==> src/rtl/serial_adder.sv <==
// Bit-serial WIDTH-bit adder: one full-adder cell and a carry flip-flop
// process the operands LSB-first, then the result waits for downstream.

module full_adder (
   input  logic a_i,
   input  logic b_i,
   input  logic c_i,
   output logic s_o,
   output logic k_o
);
   assign s_o = a_i ^ b_i ^ c_i;
   assign k_o = (a_i & b_i) | (c_i & (a_i ^ b_i));
endmodule

module serial_adder #(
   parameter int WIDTH = 8
) (
   input  logic             clk,
   input  logic             rst,
   input  logic             in_valid,
   output logic             in_ready,
   input  logic [WIDTH-1:0] a,
   input  logic [WIDTH-1:0] b,
   input  logic             cin,
   output logic             out_valid,
   input  logic             out_ready,
   output logic [WIDTH-1:0] sum,
   output logic             cout
);
   localparam int CW = (WIDTH > 1) ? $clog2(WIDTH) : 1;
   localparam logic [CW-1:0] LAST = CW'(WIDTH - 1);

   typedef enum logic [1:0] {IDLE, RUN, DONE} state_t;

   state_t           state_q, state_d;
   logic [WIDTH-1:0] a_sh_q, a_sh_d;
   logic [WIDTH-1:0] b_sh_q, b_sh_d;
   logic [WIDTH-1:0] sum_q, sum_d;
   logic             c_q, c_d;
   logic             cout_q, cout_d;
   logic [CW-1:0]    cnt_q, cnt_d;
   logic             fa_s, fa_k;

   full_adder u_fa (
      .a_i (a_sh_q[0]),
      .b_i (b_sh_q[0]),
      .c_i (c_q),
      .s_o (fa_s),
      .k_o (fa_k)
   );

   always_ff @(posedge clk or posedge rst) begin
      if (rst) begin
         state_q <= IDLE;
         a_sh_q  <= '0;
         b_sh_q  <= '0;
         sum_q   <= '0;
         c_q     <= 1'b0;
         cout_q  <= 1'b0;
         cnt_q   <= '0;
      end else begin
         state_q <= state_d;
         a_sh_q  <= a_sh_d;
         b_sh_q  <= b_sh_d;
         sum_q   <= sum_d;
         c_q     <= c_d;
         cout_q  <= cout_d;
         cnt_q   <= cnt_d;
      end
   end

   always_comb begin
      state_d = state_q;
      a_sh_d  = a_sh_q;
      b_sh_d  = b_sh_q;
      sum_d   = sum_q;
      c_d     = c_q;
      cout_d  = cout_q;
      cnt_d   = cnt_q;
      case (state_q)
         IDLE: begin
            if (in_valid) begin
               a_sh_d  = a;
               b_sh_d  = b;
               c_d     = cin;
               cnt_d   = '0;
               sum_d   = '0;
               state_d = RUN;
            end
         end
         RUN: begin
            sum_d  = {fa_s, sum_q[WIDTH-1:1]};
            a_sh_d = a_sh_q >> 1;
            b_sh_d = b_sh_q >> 1;
            c_d    = fa_k;
            // Counter holds on the last bit so it never wraps.
            if (cnt_q == LAST) begin
               cout_d  = fa_k;
               state_d = DONE;
            end else begin
               cnt_d = cnt_q + CW'(1);
            end
         end
         DONE: begin
            if (out_ready) state_d = IDLE;
         end
         default: state_d = IDLE;
      endcase
   end

   assign in_ready  = (state_q == IDLE);
   assign out_valid = (state_q == DONE);
   assign sum       = sum_q;
   assign cout      = cout_q;

endmodule

==> config.mk <==
export PLATFORM = sky130hd
export DESIGN_NAME = serial_adder
export DESIGN_NICKNAME = d
export VERILOG_FILES = /design/src/rtl/serial_adder.sv
export SDC_FILE = /design/constraint.sdc
export NUM_CORES = 1
export LEC_CHECK = 0
export ABC_AREA = 0
export BUFFER_PORTS_ARGS = -buffer_cell sky130_fd_sc_hd__buf_2
export CAP_MARGIN = 40
export CORE_MARGIN = 1.5
export CORE_UTILIZATION = 57
export DETAILED_ROUTE_END_ITERATION = 10
export MAX_ROUTING_LAYER = met4
export PLACE_DENSITY = 0.83
export SLEW_MARGIN = 20
export SYNTH_ARGS = -nofsm -noshare
export SYNTH_HDL_FRONTEND = slang
export SYNTH_HIERARCHICAL = 1
export SYNTH_SLANG_ARGS = --single-unit
==> constraint.sdc <==
create_clock -name clk -period 2.1 [get_ports clk]
set_input_delay 0.105 -clock clk [delete_from_list [all_inputs] [get_ports clk]]
set_output_delay 0.105 -clock clk [all_outputs]
set_load 0.01 [all_outputs]
; ---- Word level (Yosys, flattened, before mapping)
; Cells that the tools add are included.
[word_totals]
regBits = 31
elab_cells = 41
[classes]
n_reduce_logical = 6
add_sub_neg = 1
n_eq_ne = 7
muxes = 15
bitwise_logic = 5
[op_table]
columns = op, n
row1 = one-hot mux 8 bit (2 select lines), 3
row2 = 2-to-1 mux 8 bit, 3
row3 = 2-to-1 mux 2 bit, 3
row4 = 2-to-1 mux 3 bit, 2
row5 = inequality test 2 bit (second input constant), 3
row6 = one-hot mux 2 bit (3 select lines), 1
row7 = one-hot mux 3 bit (2 select lines), 1
row8 = AND reduction 3 bit, 2
row9 = AND reduction 2 bit, 2
row10 = adder 3 x 1 -> 3 bit (second input constant), 1
row11 = == test 3 bit (second input constant), 1
row12 = AND 1 bit, 2
row13 = == test 2 x 1 -> 1 bit (second input constant), 1
row14 = == test 2 bit (second input constant), 1
row15 = zero test 2 bit, 1
row16 = inequality test 2 x 1 -> 1 bit (second input constant), 1
row17 = one-hot mux 1 bit (2 select lines), 1
row18 = nonzero test 2 bit, 1
row19 = bitwise XOR 1 bit, 2
row20 = 2-to-1 mux 1 bit, 1
row21 = bitwise OR 1 bit, 1

; ---- Logic depth before layout (Yosys ltp)
[depth]
ltp_word = 4
depth_mapped = 4

; ---- Modules after synthesis
; Netlist, hierarchy kept.
[by_module_without_submodules]
columns = module, seq_area_each_um2, area_each_um2, cells_per_inst, n_inst
row1 = serial_adder, 775.7, 1496.4, 133, 1
row2 = full_adder, 0.0, 20.0, 1, 1

; ---- Least setup slack after synthesis
; No wires, ideal clock.
[synth_path]
path_kind = register to register
startpoint = reg cnt_q[0]
endpoint = reg cout_q, in the netlist cout
path_slack_ns = 0.754
required_time_ns = 1.975
setup_time_ns = 0.125
arrival_time_ns = 1.221
path_buffers = 0
stages_incl_launch_ff = 5
period_less_slack_ns = 1.346
cell_sequence = dfrtp_1 -> ha_1 -> ha_1 -> nand3b_1 -> mux2_2
[synth_via]
elab_chain_cells = 2
[synth_lines]
columns = item, line
row1 = start: declaration, 41  ; logic [CW-1:0] cnt_q, cnt_d;
row2 = start signal: assignment, 68  ; cnt_q <= cnt_d;
row3 = == test 3 bit, 97  ; if (cnt_q == LAST) begin
row4 = AND reduction 2 bit (no line), -
row5 = end signal: assignment, 67  ; cout_q <= cout_d;
row6 = end: declaration, 40  ; logic cout_q, cout_d;
; No other way between the ends.
; A chain may end at the register's enable or synchronous reset.

; ---- Final worst setup path
[layout_path]
startpoint = reg state_q[1]
endpoint = out in_ready
[layout_via]
elab_chain_cells = 1
[layout_lines]
columns = item, line
row1 = start: declaration, 35  ; state_t state_q, state_d;
row2 = start signal: assignment, 62  ; state_q <= state_d;
row3 = zero test 2 bit, 111  ; assign in_ready = (state_q == IDLE);
row4 = end: declaration, 21  ; output logic in_ready,
; No other way between the ends.

==> run metrics <==
outcome finished, final reports clean; Core Footprint 0.002500 mm^2; row cnt 18; Slew @ Worst Pin 0.6851 ns; htree depth 2; YS warnings 6; CTS tree built; Avg WL per Cell about 15 um; clk root buf clkbuf_4; endpoints failing setup 0; Seq pwr share 0.428; synthesized flop and latch total 31; clock share of power 0.199; CTS buffer count 5; Register Area 775.7 um^2; syn nets about 160; Max-Cap Viols 0; vias in the first global route 1053; Initial Util 0.6066; share of cells above drive strength 1 0.2892; setup TNS 0 ns; Iter 0 DRT Violations 26; final hold violations 0; post-CTS sizing 0; DRC Markers 0; CP arrival between 1.5 and 2 ns; most frequent cells in the layout dfrtp_1 (31), buf_2 (31), inv_1 (18); unrepaired setup endpoints after global routing false; port bufs 31; Synth top area share 0.5116; ANT cells 0; vias approximately 1100; Period minus WS final between 1.5 and 2 ns; mean post-synth cell area about 11 um^2; Final Max Slew Viols 0; I/O pin total 32; Worst setup SP type flip-flop; Sw Ratio 0.3616; # nets final approximately 190; Inst Count DP 186; Pleak between 0.8 and 0.9 nW; clock slew at reported path FFs approximately 0.1 ns; Area Growth Syn to Fin 15.59%; fin util 0.7012; # fillers 176; cell count after synthesis approximately 130; Post-CTS Setup Repair Bufs 0; Die H 54.58 um; final period utilization 0.8235; Mapped Area roughly 0.0015 mm^2; Peak supply drop 1.016 mV; CP Class reg -> out; area leader, netlist dfrtp_1; routability-driven placement congestion ratio between 0.6 and 0.7; Fmax achieved 0.5783 GHz; Via-to-Cell Ratio 5.857; die area 0.002979 mm^2; part of the Yosys area used for sequential elements 0.5116; top post-synthesis cells by area dfrtp_1 (51%), a22o_1 (4.6%), inv_1 (4.5%); PD cells 1413 mW/mm^2; Logic pwr share 0.373; Max-Slew Margin vs Limit 0.5433; CP required 2.00 ns; P_sw 0.8955 mW; Final Skew 0.005569 ns; first-pass GRT wire length 4650 um; crit end category output pin; Cell variety after synth 33; largest net degree at the start of global routing 32; global-route usage over all layers 0.2342; Post-DP HPWL 2038 um; Power Internal 1.581 mW; final wirelength 2940 um; Final Cell Area 0.001753 mm^2; ANT nets after route 0; hold_ws between 0.015 and 0.02 ns; Clock Path Buffers 2; Hold Path Class in -> reg; multi-input logic area 595.6 um^2; grt ovf 0; critical path peak fanout 26; number of detailed-route iterations in the first pass 6; non-filler cells in the finished layout 196; Post-DP Area 0.001647 mm^2; initial antenna violation count 0; clock latency at the later pin of the worst-skew pair 0.34 ns; Die Width 54.58 um; CTS Sinks 31
[routing by layer]
layer | wire [um] | vias up | GRT usage
met2 | 1503 | 27 | 0.3770
met4 | 51 | 0 | 0.08750
met1 | 1228 | 562 | 0.2660
li1 | - | 553 | -
met3 | 156 | 6 | 0.08470
met5 | 0 | - | -
[logic make-up (layout without fill, tap and decap cells)]
| kind of cell | Yosys count | in the layout | synth area share |
|---|---|---|---|
| AO/OA/AOI/OAI | 32 | 32 | 0.1972 |
| adder cells (fa/ha/maj) | 3 | 3 | 0.02970 |
| buffers and inverters | 29 | 61 | 0.09570 |
| flip-flops | 31 | 31 | 0.5115 |
| multiplexers | 1 | 1 | 0.007425 |
| AND/OR/NAND/NOR | 38 | 38 | 0.1584 |
[final cells by class]
type / count / area share
clock inverter: 2 / 0.01999
tap: 30 / 0.02141
timing repair buffer: 35 / 0.1085
multi-input combinational: 74 / 0.3398
sequential: 31 / 0.4425
inverter: 18 / 0.03854
clock buffer: 6 / 0.02926
[sequential cells by signal (all words and copies together) (netlist names)]
name     count
a_sh_q       8
b_sh_q       8
sum          8
cnt_q        3
state_q      2
c_q          1
cout         1
[power by group through the flow]
stage               registers [mW]  clock network [mW]  logic, mW
detailed placement            1.07                   0      0.932
CTS                           1.06               0.503      0.938
floorplan                     1.04                   0      0.726
global placement              1.06                   0      0.863
global route                  1.11               0.533       1.04
finish                        1.06               0.492      0.924
[critical path, cell delays in order (launching register included)]
cell	delay, ns
dfrtp_1	0.64
nor2_2	0.43
buf_2	0.21
[stage by stage]
stage | total power [mW] | worst slack, ns
final | 2.477 | 0.3707
after global routing | 2.680 | 0.2268
after CTS | 2.505 | 0.3600
after detailed placement | 2.006 | 0.4236
after global placement | 1.923 | 0.5694
after floorplan | 1.762 | 0.7539
[path summary, 6_finish.rpt]
kind / startpoint / end / slack [ns] / depth (start not counted)
worst max-delay path: state_q[1]$_DFFE_PP0P_ / in_ready / 0.37 / 2
worst min-delay path: a[7] / a_sh_q[7]$_DFFE_PP0P_ / 0.02 / 2
worst max register to register: state_q[1]$_DFFE_PP0P_ / a_sh_q[4]$_DFFE_PP0P_ / 0.42 / 2
worst min register to register: a_sh_q[7]$_DFFE_PP0P_ / a_sh_q[7]$_DFFE_PP0P_ / 0.51 / 1
max in group asynchronous: rst / b_sh_q[1]$_DFFE_PP0P_ / 1.46 / 4
min in group asynchronous: rst / cnt_q[0]$_DFFE_PP0P_ / 0.36 / 4
[repair_timing]
item	4_1_cts	5_1_grt
hold buffers	2	0
endpoints found under the setup margin	0	0
hold endpoints to repair	32	0
[cells in the mapped netlist (all sizes together)]
| cell type | number |
|---|---|
| a32o | 1 |
| fa | 1 |
| nor3b | 1 |
| o21ai | 1 |
| or4b | 2 |
| a221o | 1 |
| nand2b | 5 |
| mux2 | 1 |
| nor2 | 8 |
| or2 | 1 |
| o21ba | 1 |
| ha | 2 |
| a22o | 8 |
| nand3b | 1 |
| buf | 10 |
| and2b | 1 |
| o221ai | 3 |
| inv | 18 |
| nand3 | 3 |
| and2 | 1 |
| nor2b | 6 |
| dfrtp | 31 |
| a221oi | 7 |
| o21bai | 1 |
| clkbuf | 1 |
| a222oi | 6 |
| nor4b | 7 |
| a21oi | 1 |
| nand2 | 2 |
| o221a | 2 |
(Power assumes the default switching activity.)
